[config.mk]
export PLATFORM = sky130hd
export DESIGN_NAME = stopwatch_core
export DESIGN_NICKNAME = d
export VERILOG_FILES = /design/src/rtl/stopwatch_core.sv
export SDC_FILE = /design/constraint.sdc
export NUM_CORES = 1
export LEC_CHECK = 0
export ABC_AREA = 1
export BUFFER_PORTS_ARGS = -buffer_cell sky130_fd_sc_hd__buf_4
export CORE_MARGIN = 5
export CORE_UTILIZATION = 40
export CTS_CLUSTER_SIZE = 8
export DETAILED_ROUTE_END_ITERATION = 7
export GPL_ROUTABILITY_DRIVEN = 0
export PLACE_DENSITY_LB_ADDON = 0.25
export SLEW_MARGIN = 20
export SYNTH_ARGS = -nofsm -noshare
export SYNTH_HDL_FRONTEND = slang
export SYNTH_SLANG_ARGS = --single-unit
export TNS_END_PERCENT = 10
[constraint.sdc]
create_clock -name clk -period 1.53 [get_ports clk]
set_clock_uncertainty 0.05 [all_clocks]
set_input_delay 0.0765 -clock clk [delete_from_list [all_inputs] [get_ports clk]]
set_output_delay 0.0765 -clock clk [all_outputs]
set_load 0.05 [all_outputs]
[src/rtl/stopwatch_core.sv]
// stopwatch_core: button conditioning, 1 ms prescaler and 4-digit BCD stopwatch FSM.
// Define STOPWATCH_OVF_BLINK_EN to blink dispen while saturated in OVF.
module stopwatch_core #(
  parameter int unsigned TICK_DIV    = 100000,
  parameter int unsigned DB_CYCLES   = 1000000,
  parameter int unsigned BLINK_TICKS = 250
) (
  input  logic        clk,
  input  logic        rst,
  input  logic        btn_ss,
  input  logic        btn_clr,
  output logic [15:0] cntr,
  output logic        dispen,
  output logic        running,
  output logic        ovf
);

  localparam int unsigned PW  = $clog2(TICK_DIV);
  localparam int unsigned DBW = $clog2(DB_CYCLES + 1);
  localparam logic [PW-1:0]  PRESC_MAX = PW'(TICK_DIV - 1);
  localparam logic [DBW-1:0] DB_MAX    = DBW'(DB_CYCLES - 1);

  typedef enum logic [1:0] {S_IDLE, S_RUN, S_PAUSE, S_OVF} state_t;

  if (TICK_DIV < 2 || DB_CYCLES < 1 || BLINK_TICKS < 1) begin : g_param_chk
    $error("stopwatch_core: TICK_DIV >= 2, DB_CYCLES >= 1, BLINK_TICKS >= 1 required");
  end

  // Bit 0 is start/stop, bit 1 is clear.
  logic [1:0]          btn_raw;
  logic [1:0]          sync1_q, sync2_q, lvl_q, lvl_dly_q, ev_q;
  logic [1:0][DBW-1:0] db_cnt_q;
  logic                ss_ev, clr_ev;

  assign btn_raw = {btn_clr, btn_ss};
  assign ss_ev   = ev_q[0];
  assign clr_ev  = ev_q[1];

  always_ff @(posedge clk or negedge rst) begin
    if (!rst) begin
      sync1_q   <= '0;
      sync2_q   <= '0;
      lvl_q     <= '0;
      lvl_dly_q <= '0;
      ev_q      <= '0;
      db_cnt_q  <= '0;
    end else begin
      sync1_q   <= btn_raw;
      sync2_q   <= sync1_q;
      lvl_dly_q <= lvl_q;
      ev_q      <= lvl_q & ~lvl_dly_q;
      for (int unsigned i = 0; i < 2; i++) begin
        if (sync2_q[i] == lvl_q[i]) begin
          db_cnt_q[i] <= '0;
        end else if (db_cnt_q[i] == DB_MAX) begin
          db_cnt_q[i] <= '0;
          lvl_q[i]    <= ~lvl_q[i];
        end else begin
          db_cnt_q[i] <= db_cnt_q[i] + 1'b1;
        end
      end
    end
  end

  function automatic logic [15:0] bcd_inc(input logic [15:0] v);
    logic [15:0] r;
    logic        carry;
    r     = v;
    carry = 1'b1;
    for (int unsigned d = 0; d < 4; d++) begin
      if (carry) begin
        if (v[d*4 +: 4] >= 4'd9) begin
          r[d*4 +: 4] = 4'd0;
        end else begin
          r[d*4 +: 4] = v[d*4 +: 4] + 4'd1;
          carry       = 1'b0;
        end
      end
    end
    return r;
  endfunction

  state_t        state_q, state_d;
  logic [15:0]   cntr_q, cntr_d;
  logic [PW-1:0] presc_q, presc_d;
  logic          running_q, ovf_q;
  logic          presc_en, ms_tick;

  always_comb begin
    state_d = state_q;
    cntr_d  = cntr_q;
    presc_d = presc_q;
`ifdef STOPWATCH_OVF_BLINK_EN
    presc_en = (state_q == S_RUN) || (state_q == S_OVF);
`else
    presc_en = (state_q == S_RUN);
`endif
    ms_tick = presc_en && (presc_q == PRESC_MAX);
    if (presc_en) begin
      presc_d = ms_tick ? '0 : presc_q + 1'b1;
    end
    if (clr_ev) begin
      state_d = S_IDLE;
      cntr_d  = '0;
      presc_d = '0;
    end else begin
      case (state_q)
        S_IDLE:  if (ss_ev) state_d = S_RUN;
        S_RUN: begin
          if (ms_tick) begin
            if (cntr_q == 16'h9999) state_d = S_OVF;
            else                    cntr_d  = bcd_inc(cntr_q);
          end
          // A stop request on the saturating tick still lands in OVF.
          if (ss_ev && state_d == S_RUN) state_d = S_PAUSE;
        end
        S_PAUSE: if (ss_ev) state_d = S_RUN;
        default: ;
      endcase
    end
  end

`ifdef STOPWATCH_OVF_BLINK_EN
  localparam int unsigned BW = $clog2(BLINK_TICKS + 1);
  localparam logic [BW-1:0] BLINK_MAX = BW'(BLINK_TICKS - 1);

  logic [BW-1:0] blink_q, blink_d;
  logic          dispen_q, dispen_d;

  // The blink counter only starts on ticks taken while already in OVF.
  always_comb begin
    blink_d  = blink_q;
    dispen_d = dispen_q;
    if (state_d != S_OVF) begin
      blink_d  = '0;
      dispen_d = 1'b1;
    end else if (state_q == S_OVF && ms_tick) begin
      if (blink_q == BLINK_MAX) begin
        blink_d  = '0;
        dispen_d = ~dispen_q;
      end else begin
        blink_d = blink_q + 1'b1;
      end
    end
  end

  always_ff @(posedge clk or negedge rst) begin
    if (!rst) begin
      blink_q  <= '0;
      dispen_q <= 1'b1;
    end else begin
      blink_q  <= blink_d;
      dispen_q <= dispen_d;
    end
  end

  assign dispen = dispen_q;
`else
  assign dispen = 1'b1;
`endif

  always_ff @(posedge clk or negedge rst) begin
    if (!rst) begin
      state_q   <= S_IDLE;
      cntr_q    <= '0;
      presc_q   <= '0;
      running_q <= 1'b0;
      ovf_q     <= 1'b0;
    end else begin
      state_q   <= state_d;
      cntr_q    <= cntr_d;
      presc_q   <= presc_d;
      running_q <= (state_d == S_RUN);
      ovf_q     <= (state_d == S_OVF);
    end
  end

  assign cntr    = cntr_q;
  assign running = running_q;
  assign ovf     = ovf_q;

endmodule

; After elaboration in Yosys (flattened, before gate mapping)
; Cells that the tools add are included.
[word_totals]
reg_bits = 87
out_inout_bits = 19
[op_classes]
add_sub_neg = 7
n_lt_le_gt_ge = 4
eq_ne = 12
muxes = 43
n_bitwise = 6
n_reduce_logical = 15
[op_table]
columns = op, count
row1 = $mux W20, 4
row2 = $mux W16, 4
row3 = $mux W17, 3
row4 = $add A20 B1 Y20 const B, 2
row5 = $eq A20 B20 Y1 const B, 2
row6 = $mux W4, 7
row7 = $add A17 B1 Y17 const B, 1
row8 = $eq A17 B17 Y1 const B, 1
row9 = $mux W1, 17
row10 = $add A4 B1 Y4 const B, 4
row11 = $eq A16 B16 Y1 const B, 1
row12 = $ge A4 B4 Y1 const B, 4
row13 = $mux W2, 7
row14 = $reduce_and A4 Y1, 3
row15 = $reduce_bool A2 Y1, 5
row16 = $eq A2 B1 Y1 const B, 3
row17 = $eq A2 B2 Y1 const B, 2
row18 = $not A1 Y1, 4
row19 = $pmux W2 S2, 1
row20 = $reduce_and A2 Y1, 2
row21 = $reduce_and A3 Y1, 1
row22 = $and A2 B2 Y2, 1
row23 = $eq A1 B1 Y1, 2
row24 = $logic_and A1 B1 Y1, 2
row25 = other kinds (4), 4

; Longest topological paths before layout
[logic_depth]
ltp_word = 21
depth_mapped = 12

; Worst setup path before layout
; No wires, ideal clock.
[synth_path]
path_type = register to register
from = register cntr_q[0], in the netlist cntr[0]
to = register cntr_q[12], in the netlist cntr[12]
setup_time_ns = 0.120
arrival_ns = 1.757
required_ns = 1.360
slack_ns = -0.397
stages_incl_launch_ff = 13
synth_period_minus_slack_ns = 1.927
cell_sequence = dfrtp_1 inv_1 ha_1 nand2_1 o21ai_0 nand2_1 nand2_1 inv_1 nand2_4 nor2_4 nand2_1 nand2_1 nand2_1
[synth_via]
elab_chain_len = 18
word_cells_on_any_way = 20
[synth_lines]
columns = element, line
row1 = from (decl), 84  ; logic [15:0] cntr_q, cntr_d;
row2 = from (signal assigned), 171  ; cntr_q <= cntr_d;
row3 = $ge A4 B4 Y1, 72  ; if (v[d*4 +: 4] >= 4'd9) begin
row4 = $mux W1, 72
row5 = $mux W1, 111  ; if (cntr_q == 16'h9999) state_d = S_OVF;
row6 = $mux W1, 110  ; if (ms_tick) begin
row7 = $mux W1, 107  ; case (state_q)
row8 = $mux W1, 102  ; if (clr_ev) begin
row9 = $mux W1, 71  ; if (carry) begin
row10 = $mux W1, 111
row11 = [... 2 more ...], -
row12 = $mux W1, 102
row13 = $mux W1, 71
row14 = $mux W1, 111
row15 = $mux W1, 110
row16 = $mux W1, 107
row17 = $mux W1, 102
row18 = $reduce_bool A2 Y1 (no source line), -
row19 = $reduce_and A4 Y1 (no source line) *, -
; Mark *: on every way between the ends. The rest lies on a longest branch, timed or not. The select of a mux whose other input is x is not followed.
; A chain may end at the register's enable or synchronous reset.

; Final worst setup path
[layout_path]
from = register state_q[0]
to = register running_q, in the netlist running
[layout_via]
elab_chain_len = 11
word_cells_on_any_way = 16
[layout_lines]
columns = element, line
row1 = from (decl), 83  ; state_t state_q, state_d;
row2 = from (signal assigned), 170  ; state_q <= state_d;
row3 = $eq A2 B1 Y1, "96, 107"
row4 = $logic_and A1 B1 Y1, 98  ; ms_tick = presc_en && (presc_q == PRESC_MAX);
row5 = $mux W2, 110
row6 = $mux W2, 107
row7 = $mux W2, 102
row8 = $eq A2 B1 Y1, 115  ; if (ss_ev && state_d == S_RUN) state_d = S_PAUSE;
row9 = $logic_and A1 B1 Y1, 115
row10 = $mux W2, 115
row11 = $pmux W2 S2 *, 107
row12 = $mux W2 *, 102
row13 = $eq A2 B1 Y1 *, 173  ; running_q <= (state_d == S_RUN);
row14 = to (signal assigned), 173
row15 = to (decl), 86  ; logic running_q, ovf_q;
; Marked as above.

==> flow_summary.json <==
{
  "core_um2": 11400,
  "cts_made_buffers": 9,
  "stdcell_count": 890,
  "stdcell_area_um2": 6630,
  "fmax_mhz": 606,
  "place_inst": 858,
  "cp-end-kind": "register",
  "hold_viol": 0,
  "start_util_pct": 40.8,
  "drv_cap": 0,
  "syn_nets": 611,
  "fp.dieH_um": 118,
  "clk_pin_slew_ns": 0.06,
  "status": "finished, violations left",
  "post-dp-hpwl_um": 7880,
  "drtPass1Iterations": 5,
  "die_w_um": 118,
  "synthTopCellsByArea": "dfrtp_1 47%, nand2_1 9.5%, nor2_1 9.1%",
  "fin_crit_sh_pct": 108,
  "synth_edf_count": 0,
  "worstSetupStartpointType": "register",
  "yosysTopAreaCellShare_pct": 46.9,
  "antenna_found_initial": 0,
  "synth_area_um2": 4640,
  "wl_um": 11000,
  "clk-insertion-delay-late_ns": 0.35,
  "antenna_cells": 0,
  "ant_nets": 0,
  "yosys.cell_count.top_type": "nand2_1",
  "violations": "negative setup slack",
  "ys_warn_count": 0,
  "cts_sinks": 87,
  "viasPerCell": 4.82,
  "post_drt_wl_per_cell_um": 12.3,
  "fin_nets": 761,
  "cp_max_fo": 3,
  "synth-seq-area-share_pct": 46.9,
  "cp.required_ns": 1.72,
  "synthToLayoutAreaGrowth_pct": 42.9,
  "irDropWorstVdd_mv": 0.796,
  "grt_pass1_vias": 4288,
  "yosys.cell_types.count": 37,
  "grt_overflow": 0,
  "drive_gt1_share_pct": 34.3,
  "grt_max_degree": 36,
  "ys.flop_type": "dfrtp_1",
  "io_pins": 23,
  "numPortBuffers": 21,
  "drv_slew": 0,
  "rsz0062_at_grt": "true",
  "setup_viol": 33,
  "cts_tree": "yes",
  "post-place-ws_ns": -0.142,
  "grtUsageTotal_pct": 16.1,
  "grt_pass1_wl_um": 18900,
  "ctsLongestPathBuffers": 2,
  "avgSynthCellArea_um2": 7.84,
  "worst_slack_ns": -0.121,
  "die_area_um2": 13900,
  "p_per_area_nw_per_um2": 750,
  "remaining_drc_errors": 0,
  "synthTopCellsByCount": "117 x nand2_1, 113 x nor2_1, 87 x dfrtp_1, 74 x inv_1, 46 x nand3_1",
  "power_mw": 4.97,
  "ys_ff_latch": 87,
  "yosysTopAreaCell": "dfrtp_1",
  "cts_htree_levels": 3,
  "post_dp_cell_area_um2": 5840,
  "drt_iter0_markers": 228,
  "post-route-min-period_ns": 1.65,
  "cp.arrival_ns": 1.84,
  "vias": 4294,
  "p_leak_nw": 3.12,
  "hold_class": "in2async",
  "synthArstFlopShare_pct": 100,
  "rows": 39,
  "root_buffer": "clkbuf_16",
  "critPathKind": "reg2reg",
  "synthCells": 592
}
## registers in the layout, indices dropped and copies added, names as in the netlist
register / cells
db_cnt_q: 40
presc_q: 17
cntr: 16
ev_q: 2
lvl_dly_q: 2
lvl_q: 2
state_q: 2
sync1_q: 2
sync2_q: 2
ovf: 1
running: 1
## final timing paths
path                       slack, ns               endpoint  depth (start not counted)                  from
setup / recovery               -0.12      running$_DFF_PN0_                         13  state_q[0]$_DFF_PN0_
hold / removal                  0.16   cntr[11]$_DFFE_PN0P_                          2                   rst
setup reg to reg               -0.12      running$_DFF_PN0_                         13  state_q[0]$_DFF_PN0_
hold reg to reg                 0.30   sync2_q[0]$_DFF_PN0_                          0  sync1_q[0]$_DFF_PN0_
max in group asynchronous       0.74  db_cnt_q[6]$_DFF_PN0_                          3                   rst
min in group clk                0.30   sync2_q[0]$_DFF_PN0_                          0  sync1_q[0]$_DFF_PN0_
## kinds of logic (layout without fill, tap and decap cells)
kind of cell,Yosys count,in the layout,synth area share (%)
other cells,1,1,0.0808
mux,1,1,0.243
buf+inv,84,239,7.12
simple gates,325,325,30.3
flops,87,87,46.9
xor+xnor,24,24,4.53
fa+ha+maj,15,15,4.05
compound gates,55,55,6.74
## critical path, stage by stage, from the launching register on
cell and delay, ns:
dfrtp_1 0.35, inv_1 0.07, nor2_2 0.09, nand2_1 0.06
nor2_2 0.14, nand3_2 0.13, buf_4 0.15, buf_4 0.12
nand2_1 0.05, nand2_1 0.08, nand2_1 0.09, nand2_2 0.08
nand2_1 0.06, nor2_1 0.04
## layout make-up
cell class / count / area, um2
clock inverters: 4 / 76.3
inverters: 77 / 292
repair buffers: 146 / 1160
fillers: 1006 / 4740
well taps: 143 / 179
flip-flops and latches: 87 / 2190
multi-input cells: 421 / 2460
clock buffers: 12 / 267
## per-stage QoR
| step | hold slack, ns | util [%] | TNS [ns] |
|---|---|---|---|
| 2_1_floorplan | -0.269 | - | -2.04 |
| 3_3_place_gp | -0.0120 | 51.4 | -1.99 |
| 3_5_place_dp | -0.00849 | 51.4 | -3.94 |
| 4_1_cts | 0.172 | 56.3 | -1.71 |
| 5_1_grt | 0.201 | 58.3 | -8.64 |
| 6_report | 0.157 | 58.3 | -2.13 |
## layout by cell type, fill, tap and decap left out, types with 3 or more instances in the layout
master / count
buf_4: 132
nand2_1: 103
nor2_1: 92
dfrtp_1: 75
inv_1: 65
nand3_1: 39
xor2_1: 18
nor2_2: 17
a21oi_1: 15
nor3_1: 13
nand4_1: 12
dfrtp_2: 12
inv_2: 11
nand2_2: 11
o21ai_0: 11
o21ai_1: 10
o21a_1: 9
clkbuf_16: 9
buf_6: 9
nor2_4: 7
nand3_2: 7
ha_1: 7
nand2_4: 6
ha_4: 6
xnor2_1: 5
nor3b_1: 5
nor3_2: 3
clkbuf_8: 3
dlygate4sd3_1: 3
## timing repair
action / in CTS / in global routing
hold buffers: 3 / 0
hold endpoints to repair: 89 / 0
resized for setup: 43 / 51
pin swaps: 21 / 27
endpoints found under the setup margin: 62 / 70
setup buffers: 5 / 8
## where the power goes
group          leakage, nW  total, mW  internal [mW]  switching, mW
Clock                0.165       2.48           1.57          0.917
Combinational         1.78      0.158         0.0609         0.0967
Sequential            1.18       2.33           2.32         0.0121
## metal layers
layer	GRT usage (%)	vias to the layer above	wire (um)
met5	0	-	0
met4	5.30	0	226
met3	3.80	19	363
met2	27.3	70	5420
met1	20.3	2022	4960
li1	-	2183	-
(Power assumes the default switching activity.)
